==> src/rtl/alarm_ring_ctrl.sv <==
`default_nettype none
// ============================================================================
//  Module      : alarm_ring_ctrl
//  Description : Alarm indicator sequencer for the LCD1602 clock. Detects the
//                rising edge of the alarm/time match, rings for a bounded
//                time, supports a limited number of snoozes and drives the
//                LED/buzzer and the LCD status field.
//  Options     : ALARM_BLINK_EN - when defined, the LED blinks with period
//                2*BLINK_CYC while ringing; otherwise the LED follows ring.
//  Revision    : 1.0 - initial release
// ============================================================================
module alarm_ring_ctrl #(
  parameter int BLINK_CYC  = 5_000_000,
  parameter int RING_SEC   = 60,
  parameter int SNOOZE_SEC = 300,
  parameter int SNOOZE_MAX = 3
) (
  input  logic       clk,
  input  logic       rst,
  input  logic       sec_tick,
  input  logic       alarm_en,
  input  logic       key_stop,
  input  logic       key_snooze,
  input  logic [3:0] alarm_hour_h,
  input  logic [3:0] alarm_hour_l,
  input  logic [3:0] alarm_min_h,
  input  logic [3:0] alarm_min_l,
  input  logic [3:0] hour_h,
  input  logic [3:0] hour_l,
  input  logic [3:0] min_h,
  input  logic [3:0] min_l,
  output logic       ring,
  output logic       led,
  output logic [1:0] state,
  output logic [1:0] snooze_cnt
);

  typedef enum logic [1:0] {
    IDLE    = 2'b00,
    ARMED   = 2'b01,
    RINGING = 2'b10,
    SNOOZE  = 2'b11
  } state_e;

  // One counter serves both timed states, so size it for the longer one.
  localparam int SEC_MAX = (RING_SEC > SNOOZE_SEC) ? RING_SEC : SNOOZE_SEC;
  localparam int SEC_W   = $clog2(SEC_MAX + 1);

  localparam logic [SEC_W-1:0] RING_LAST    = SEC_W'(RING_SEC - 1);
  localparam logic [SEC_W-1:0] SNOOZE_LAST  = SEC_W'(SNOOZE_SEC - 1);
  localparam logic [1:0]       SNOOZE_LIMIT = 2'(SNOOZE_MAX);

  state_e             state_q,      state_d;
  logic [SEC_W-1:0]   sec_cnt_q,    sec_cnt_d;
  logic [1:0]         snooze_cnt_q, snooze_cnt_d;
  logic               match_q,      match_d;
  logic               ring_q,       ring_d;
  logic               led_q,        led_d;

  logic               match;
  logic               match_rise;
  logic               timed_state;

`ifdef ALARM_BLINK_EN
  localparam int BLINK_W = (BLINK_CYC > 1) ? $clog2(BLINK_CYC) : 1;
  localparam logic [BLINK_W-1:0] BLINK_LAST = BLINK_W'(BLINK_CYC - 1);

  logic [BLINK_W-1:0] blink_cnt_q, blink_cnt_d;
`endif

  // Alarm hits when every BCD digit agrees; only the first cycle of the
  // matching minute counts, so enabling mid-minute does not ring.
  always_comb begin
    match      = (alarm_hour_h == hour_h) && (alarm_hour_l == hour_l) &&
                 (alarm_min_h  == min_h)  && (alarm_min_l  == min_l);
    match_d    = match;
    match_rise = match & ~match_q;
  end

  // Next-state logic: alarm_en dominates, then per-state key/timeout rules.
  always_comb begin
    state_d      = state_q;
    snooze_cnt_d = snooze_cnt_q;

    if (!alarm_en) begin
      state_d = IDLE;
    end else begin
      case (state_q)
        IDLE: begin
          state_d = ARMED;
        end
        ARMED: begin
          if (match_rise) begin
            state_d = RINGING;
          end
        end
        RINGING: begin
          // Keys outrank the timeout; stop outranks snooze.
          if (key_stop) begin
            state_d = ARMED;
          end else if (key_snooze) begin
            if (snooze_cnt_q < SNOOZE_LIMIT) begin
              state_d      = SNOOZE;
              snooze_cnt_d = snooze_cnt_q + 2'd1;
            end else begin
              state_d = ARMED;
            end
          end else if (sec_tick && (sec_cnt_q == RING_LAST)) begin
            state_d = ARMED;
          end
        end
        SNOOZE: begin
          if (key_stop) begin
            state_d = ARMED;
          end else if (sec_tick && (sec_cnt_q == SNOOZE_LAST)) begin
            state_d = RINGING;
          end
        end
        default: begin
          state_d = IDLE;
        end
      endcase
    end

    // A new alarm event starts from a fresh snooze budget.
    if ((state_d == IDLE) || (state_d == ARMED)) begin
      snooze_cnt_d = 2'd0;
    end
  end

  // Seconds counter: restarts on any transition and only advances in the
  // timed states, where its terminal count always forces a transition.
  always_comb begin
    timed_state = (state_q == RINGING) || (state_q == SNOOZE);
    sec_cnt_d   = sec_cnt_q;
    if (state_d != state_q) begin
      sec_cnt_d = '0;
    end else if (sec_tick && timed_state) begin
      sec_cnt_d = sec_cnt_q + 1'b1;
    end
    ring_d = (state_d == RINGING);
  end

`ifdef ALARM_BLINK_EN
  // Blink: counter and LED restart at 0 on RINGING entry, LED toggles at
  // each terminal count, and both are held at 0 outside RINGING.
  always_comb begin
    blink_cnt_d = '0;
    led_d       = 1'b0;
    if ((state_d == RINGING) && (state_q == RINGING)) begin
      if (blink_cnt_q == BLINK_LAST) begin
        blink_cnt_d = '0;
        led_d       = ~led_q;
      end else begin
        blink_cnt_d = blink_cnt_q + 1'b1;
        led_d       = led_q;
      end
    end
  end
`else
  // Steady indicator while ringing; a zero blink period disables the LED.
  always_comb begin
    led_d = ring_d & (BLINK_CYC > 0);
  end
`endif

  // State and output registers; match history resets high so a match
  // already present at reset release is not treated as a new edge.
  always_ff @(posedge clk) begin
    if (rst) begin
      state_q      <= IDLE;
      sec_cnt_q    <= '0;
      snooze_cnt_q <= 2'd0;
      match_q      <= 1'b1;
      ring_q       <= 1'b0;
      led_q        <= 1'b0;
`ifdef ALARM_BLINK_EN
      blink_cnt_q  <= '0;
`endif
    end else begin
      state_q      <= state_d;
      sec_cnt_q    <= sec_cnt_d;
      snooze_cnt_q <= snooze_cnt_d;
      match_q      <= match_d;
      ring_q       <= ring_d;
      led_q        <= led_d;
`ifdef ALARM_BLINK_EN
      blink_cnt_q  <= blink_cnt_d;
`endif
    end
  end

  assign state      = state_q;
  assign ring       = ring_q;
  assign led        = led_q;
  assign snooze_cnt = snooze_cnt_q;

endmodule
`default_nettype wire

==> config.mk <==
export PLATFORM = sky130hd
export DESIGN_NAME = alarm_ring_ctrl
export DESIGN_NICKNAME = d
export VERILOG_FILES = /design/src/rtl/alarm_ring_ctrl.sv
export SDC_FILE = /design/constraint.sdc
export NUM_CORES = 1
export LEC_CHECK = 0
export CAP_MARGIN = 10
export CORE_ASPECT_RATIO = 1.5
export CORE_MARGIN = 2
export CORE_UTILIZATION = 25
export CTS_CLUSTER_DIAMETER = 50
export DETAILED_ROUTE_END_ITERATION = 7
export MAX_ROUTING_LAYER = met4
export SLEW_MARGIN = 40
export SYNTH_ARGS = -nofsm -noshare
export SYNTH_HDL_FRONTEND = slang
export SYNTH_SLANG_ARGS = --single-unit
export TNS_END_PERCENT = 5
==> constraint.sdc <==
create_clock -name clk -period 2 [get_ports clk]
set_input_delay 0.2 -clock clk [delete_from_list [all_inputs] [get_ports clk]]
set_output_delay 0.2 -clock clk [all_outputs]
set_load 0.01 [all_outputs]
Yosys cells after proc, flatten, opt, wreduce, memory -nomap -nowiden. Cells that the tools add are included.

Flip-flop bits (word level): 15. Input bits: 38. Word-level logic and storage cells: 45.

Add/sub/neg operators: 2. Order comparisons: 1. Equality and inequality tests: 12. Multiplexer cells: 9. Bitwise operators: 3. Reductions and logical operators: 13.

Operators with widths (number): 4-bit == test (4); 2-bit two-way mux (8); 9-bit by 1-bit adder with 9-bit output, second input constant (1); 9-bit by 6-bit == test with 1-bit output, second input constant (1); 9-bit == test, second input constant (1); 2-bit case mux with 4 select lines (1); 2-bit == test, second input constant (3); 1-bit logical AND (6); 5-bit AND reduction (1); 2-bit by 1-bit == test with 1-bit output, second input constant (2); 2-bit zero test (2); 2-bit OR reduction (2); 2-bit by 1-bit adder with 2-bit output, second input constant (1); 1-bit logical OR (2); 2-bit less-than comparator, second input constant (1); 2-bit inequality test (1); 1-bit inverter (2); 1-bit AND (1).

Logic depth before layout (Yosys ltp). Gate-level depths: netlist of run 1.

Word-level depth: 11. Depth in mapped cells: 6. Depth with buffers taken out: 6.

Worst setup path before layout of run 1. Ideal clock, no wire load.

Path kind: reg2reg. From: reg state_q[1], in the netlist state[1]. To: reg snooze_cnt_q[1], in the netlist snooze_cnt[1]. Setup time: 0.115 ns. Arrival: 1.733 ns. Required time: 1.885 ns. Path slack: 0.152 ns. Stages on the path, launching flop included: 6. Path buffers: 0. Clock period less this slack: 1.848 ns. Path through: dfxtp_1 nand2b_2 or2_1 or4b_4 mux2_4 and2_1.

Word-level cells in the longest chain between the ends: 8. Elaborated cells between the ends (all ways): 17.

Ends and longest elaborated chain: start, declared (RTL line 53) `state_e state_q, state_d;`; start signal, assigned (RTL line 181) `state_q <= state_d;`; 2-bit two-way mux (RTL line 108) `end else if (sec_tick && (sec_cnt_q == RING_LAST)) begin`; 2-bit two-way mux (RTL line 101) `end else if (key_snooze) begin`; 2-bit two-way mux (RTL line 99) `if (key_stop) begin`; 2-bit case mux with 4 select lines (RTL line 88) `case (state_q)`; 2-bit two-way mux (RTL line 85) `if (!alarm_en) begin`; 2-bit by 1-bit == test with 1-bit output or 2-bit zero test (tied branches) (RTL line 126) `if ((state_d == IDLE) || (state_d == ARMED)) begin`; 1-bit logical OR (RTL line 126); 2-bit OR reduction (no line); end signal, assigned (RTL line 183) `snooze_cnt_q <= snooze_cnt_d;`; end, declared (RTL line 55) `logic [1:0] snooze_cnt_q, snooze_cnt_d;`.

Parallel ways exist; a longest one is shown, timed or not. A chain may end at the register's enable or synchronous reset.

Worst setup path in the final report of run 1.
From: reg sec_cnt_q[0]. To: reg sec_cnt_q[5].

Word-level cells in the longest chain between the ends: 9. Elaborated cells between the ends (all ways): 14.

Ends and longest elaborated chain: start, declared (RTL line 54) `logic [SEC_W-1:0] sec_cnt_q, sec_cnt_d;`; start signal, assigned (RTL line 182) `sec_cnt_q <= sec_cnt_d;`; 9-bit by 6-bit == test with 1-bit output (RTL line 108); 1-bit logical AND (RTL line 108); 2-bit two-way mux (RTL line 108); 2-bit two-way mux (RTL line 101); 2-bit two-way mux (RTL line 99); 2-bit case mux with 4 select lines (RTL line 88); 2-bit two-way mux (RTL line 85); 2-bit inequality test (RTL line 136) `if (state_d != state_q) begin`; 2-bit OR reduction (no line).

Parallel ways exist; a longest one is shown, timed or not.

==> results of run 1 <==
-- worst max-delay path by stage --
stage / from / endpoint
4_1_cts: min_h[1] / sec_cnt_q[5]$_SDFFE_PP0P_
5_1_grt: sec_cnt_q[0]$_SDFFE_PP0P_ / snooze_cnt[0]$_SDFFE_PP0P_
2_1_floorplan: state[1]$_SDFF_PP0_ / snooze_cnt[1]$_SDFFE_PP0P_
3_5_place_dp: key_stop / sec_cnt_q[5]$_SDFFE_PP0P_
3_3_place_gp: key_stop / sec_cnt_q[8]$_SDFFE_PP0P_
6_report: sec_cnt_q[0]$_SDFFE_PP0P_ / sec_cnt_q[5]$_SDFFE_PP0P_
-- routing by layer --
layer / wire length [um] / vias to the layer above / share of wire / global-route usage
li1: - / 512 / - / -
met1: 1030 / 459 / 0.39 / 0.129
met2: 1360 / 44 / 0.52 / 0.232
met3: 183 / 4 / 0.070 / 0.0204
met4: 38 / 0 / 0.015 / 0.0585
met5: 0 / - / 0 / -
-- cell type report --
type,count,area [um2],share of cell area
multi-input cells,90,686,0.421
repair buffers,57,536,0.329
flip-flops and latches,15,300,0.184
well taps,43,53.8,0.0330
clock buffers,3,41.3,0.0253
inverters,2,7.51,0.00461
clock inverters,1,5.00,0.00307
-- registers in the layout, summed over array words and instances, names as in the netlist --
| register | flops |
|---|---|
| sec_cnt_q | 9 |
| snooze_cnt | 2 |
| state | 2 |
| led | 1 |
| match_q | 1 |
-- where the power goes --
part	internal (W)	leakage [nW]	switching, W
clock network	0.000138	0.0255	0.000111
registers	0.000301	0.121	0.000000766
logic	0.0000948	0.440	0.0000464
total	0.000534	0.587	0.000158
-- cell usage in the layout (no fill, tap or decap), types with 4 or more instances in the layout --
cell type / n
clkdlybuf4s50_1: 43
xor2_1: 19
buf_4: 14
nand2_1: 4
nor2_1: 6
dfxtp_1: 15
nor4_1: 6
nand4_1: 4
xnor2_1: 6
nor3_1: 12
-- worst max-delay path, cell delays in order (launching register included) --
cell      delay, ps
dfxtp_1         370
ha_1            210
nand4_1         230
nor4_4          380
nor3b_1         100
a211oi_2        190
buf_4           190
nor3_1           70
-- through the flow --
step                utilization  setup WS, ps  hold slack (ps)  setup TNS, ps  cell area, um2
finish                    0.438           133              559              0            1630
detailed placement        0.416          -296              548          -2670            1550
floorplan                     -           152              279              0             978
global route              0.438         -1.58              594          -1.95            1630
CTS                       0.428          22.6              562              0            1590
global placement          0.416          -247              532          -2340            1550
-- cells by family (layout without fill, tap and decap cells) --
family | after synthesis | after routing | share of synthesized area
xor gates and xnor gates | 25 | 25 | 0.224
buffers and inverters | 3 | 63 | 0.0154
adders and majority gates | 2 | 2 | 0.0256
muxes | 2 | 2 | 0.0256
DFF | 15 | 15 | 0.307
and+or+nand+nor | 53 | 53 | 0.329
AOI/OAI and AO/OA | 8 | 8 | 0.0742
-- what timing repair did --
item / in CTS / in global routing
pin swaps: 0 / 2
resized for setup: 1 / 3
endpoints found under the setup margin: 8 / 9
buffers inserted: 0 / 2
hold buffers: 0 / 0
==> run metrics, run 1 <==
status complete, no violations; # setup viols final 0; CTS tree done; r2r endpoint sec_cnt_q[5]$_SDFFE_PP0P_; worst hold endpoint sec_cnt_q[1]$_SDFFE_PP0P_; Worst-Margin Slew 411 ps; Finished Layout Cells 211; Worst IR Drop VDD around 240 uV; Die H 80.6 um; Hold Crit Class reg2reg; Placer Congestion 0.767; top cell type's share of synthesized area 0.307; Yosys cell types 33; number of port buffers 43; final worst path period need ~1900 ps; CP Max Fanout 9; PwrDens 425 nW/um2; internal reg-to-reg setup slack 130 ps; die width 55.1 um; Critical Path Source Type flip-flop; RSZ-0062 raised after global routing yes; syn_nets 148; die area 4440 um2; Final Hold Vio Count 0; number of inserted diodes 0; Num CTS Buffers 3; Final Slew Violations 0; R2R cell count 7; ys flop type dfxtp_1; vias per cell 4.83; Ports 44; Power Total 0.000692 W; Worst EP required 2120 ps; max_cap viols 0; synthesized cell area 978 um2; layout net count 209; antenna violations before repair 0; worst skew pair latency 250 ps; Wirelength per Cell between 10 and 15 um; fillers roughly 370; clock sink count 15; Site Rows 27; Synth area leader dfxtp_1; Reg clk slew, reported paths around 60 ps; Max-slew headroom 0.726; Area Overhead vs Synth 66.5%; Overflow after GRT 0; Seq/Total Area, Yosys 0.307; layout cells sized above 1 0.161; largest net degree at the start of global routing 10; root buf cell clkbuf_8; Worst Hold Launch sec_cnt_q[1]$_SDFFE_PP0P_; Yosys reg bits 15; Post-Route WL around 2600 um; vias in the first global route 1016; synth cell count leaders 19 x xor2_1, 15 x dfxtp_1, 12 x nor3_1; Leakage just under 0.6 nW; fraction of registers with async set/reset 0; cells after synthesis 108; DRC viols 0; DR vias 1019; htree depth 1; crit path kind reg2reg; Hold Path Stages 2; clk_skew 1.74 ps; CTS max path bufs 2; Mean Syn Cell Area 9.06 um2; Final Cycle Share 0.933; most common cell in the netlist xor2_1; total track usage 0.129; synth warn 0; reg-to-reg startpoint sec_cnt_q[0]$_SDFFE_PP0P_; Antenna Nets Post-Route 0; first-pass GRT wire length 4060 um; Initial Util 0.263; maximum clock rate 536 MHz; drt initial violations 11; Cells after DPL around 210; core area 3720 um2; Post-synth EDFFs 0; hpwl dp 2230 um; synth top area cells dfxtp_1 31%, xor2_1 17%, nor3_1 6.1%, xnor2_1 5.4%, nor4_1 4.5%; crit path DAT 1990 ps; DRT Pass-1 Iters 4; critical path capture point type flip-flop
Note: power is estimated with default switching activity, not from simulation.
==> run 2: changes to the inputs <==
--- a/config.mk
+++ b/config.mk
@@ -5,7 +5,7 @@
 export SDC_FILE = /design/constraint.sdc
 export NUM_CORES = 1
 export LEC_CHECK = 0
-export CAP_MARGIN = 10
+export CAP_MARGIN = 40
 export CORE_ASPECT_RATIO = 1.5
 export CORE_MARGIN = 2
 export CORE_UTILIZATION = 25
==> results of run 2 <==
No change in the layout: final DEF, timing and power equal those of run 1.
==> run 3: changes to the inputs <==
--- a/config.mk
+++ b/config.mk
@@ -12,6 +12,7 @@
 export CTS_CLUSTER_DIAMETER = 50
 export DETAILED_ROUTE_END_ITERATION = 7
 export MAX_ROUTING_LAYER = met4
+export PLACE_DENSITY = 0.53
 export SLEW_MARGIN = 40
 export SYNTH_ARGS = -nofsm -noshare
 export SYNTH_HDL_FRONTEND = slang
==> run metrics, run 3 (same netlist as run 1, synthesis figures left out) <==
status complete, no violations; max_cap viols 0; core area 3720 um2; Leakage between 0.5 and 0.6 nW; fillers slightly below 400; Final Hold Vio Count 0; Hold Crit Class reg2reg; Antenna Nets Post-Route 0; Critical Path Source Type flip-flop; Num CTS Buffers 3; cts-stage hold buffer count 0; die area 4440 um2; final hold slack roughly 550 ps; root buf cell clkbuf_8; drt initial violations 24; Power Total 0.000694 W; antenna violations before repair 0; crit path kind reg2reg; first-pass GRT wire length about 4000 um; layout net count 211; DRT Pass-1 Iters 4; die width about 55 um; clk_skew 3.01 ps; commonest non-fill, non-tap cell in the layout clkdlybuf4s50_1; Wirelength per Cell 11.5 um; Max-slew headroom 0.780; vias per cell 4.76; setup_tns 0 ps; Area Overhead vs Synth 67.3%; Die H around 81 um; DRC viols 0; number of inserted diodes 0; critical path capture point type flip-flop; crit path cell chain ha_1 > nand4_1 > buf_4 > nor4_4 > nor2_1 > a211oi_2 > buf_2 > nor3_1; maximum clock rate around 520 MHz; # setup viols final 0; htree depth 1; max FFs per register 9; DR vias 1013; CTS max path bufs 2; vias in the first global route 1022; Reg clk slew, reported paths 70 ps; Worst IR Drop VDD roughly 370 uV; PwrDens 424 nW/um2; Placer Congestion 0.848; Final Cycle Share 0.960; final worst path period need roughly 1900 ps; worst skew pair latency 250 ps; total track usage 0.122; crit path DAT 2060 ps; Biggest register sec_cnt_q; Worst EP required 2140 ps; Crit-path slowest cell dfxtp_1; Ports 44; clock sink count 15; Overflow after GRT 0; number of port buffers 43; Initial Util 0.263; CP Max Fanout 4; Final Slew Violations 0; largest net degree at the start of global routing 11; commonest cells after routing, fill and taps aside 43 x clkdlybuf4s50_1, 19 x xor2_1, 15 x dfxtp_1, 15 x buf_4, 12 x nor3_1; max incr delay on CP 370 ps; Worst-Margin Slew 327 ps; final core occ 0.440; CTS tree done; layout cells sized above 1 0.165; Post-Route WL about 2400 um; hpwl dp between 2000 and 2500 um; Site Rows 27
[run 3: changes by cell type in the layout (fill, tap and decap cells not counted)]
cell / delta
buf_2: +1
buf_4: +1
clkinv_2: -1
clkinvlp_4: +1
nor4_2: -1
nor4_4: +1
o311ai_1: +1
o311ai_2: -1
o31ai_2: +1
o31ai_4: -1
[run 3: final timing paths]
kind,from,end,slack [ps],cells after the start
min reg2reg,sec_cnt_q[1]$_SDFFE_PP0P_,sec_cnt_q[1]$_SDFFE_PP0P_,550,2
max,sec_cnt_q[0]$_SDFFE_PP0P_,sec_cnt_q[4]$_SDFFE_PP0P_,80,8
max reg2reg,sec_cnt_q[0]$_SDFFE_PP0P_,sec_cnt_q[4]$_SDFFE_PP0P_,80,8
min,sec_cnt_q[1]$_SDFFE_PP0P_,sec_cnt_q[1]$_SDFFE_PP0P_,550,2
[run 3: cell type report]
type                    instances  area [um2]  share of cell area
multi-input cells              90         678               0.414
repair buffers                 59         548               0.335
flip-flops and latches         15         300               0.183
well taps                      43        53.8              0.0329
clock buffers                   3        41.3              0.0252
clock inverters                 1        7.51             0.00459
inverters                       2        7.51             0.00459
[run 3: where the power goes]
part           switching [W]  internal, W  leakage (nW)
logic              0.0000450    0.0000959         0.447
clock network       0.000112     0.000140        0.0217
registers        0.000000660     0.000301         0.121
[run 3: what timing repair did]
action | in CTS | in global routing
buffers inserted | 0 | 2
resized for setup | 0 | 4
endpoints found under the setup margin | 0 | 9
[run 3: stage by stage]
stage	cells	setup slack, ps	area, um2
finish	213	80.3	1640
global route	213	-5.51	1640
CTS	210	97.3	1600
detailed placement	206	-122	1550
global placement	206	-92.1	1550
floorplan	108	152	978
[run 3: critical path: cells and delay by family, from the launching register on]
family	cells	cell delay, ps
adder cells (fa/ha/maj)	1	210
AO/OA/AOI/OAI	1	240
buffers and inverters	2	360
AND/OR/NAND/NOR	4	630
flip-flops	1	370
[run 3: per-layer routing]
| layer | track usage | up-vias | share of wire |
|---|---|---|---|
| li1 | - | 517 | - |
| met1 | 0.130 | 446 | 0.41 |
| met2 | 0.221 | 48 | 0.49 |
| met3 | 0.0297 | 2 | 0.089 |
| met4 | 0.0220 | 0 | 0.0053 |
| met5 | - | - | 0 |
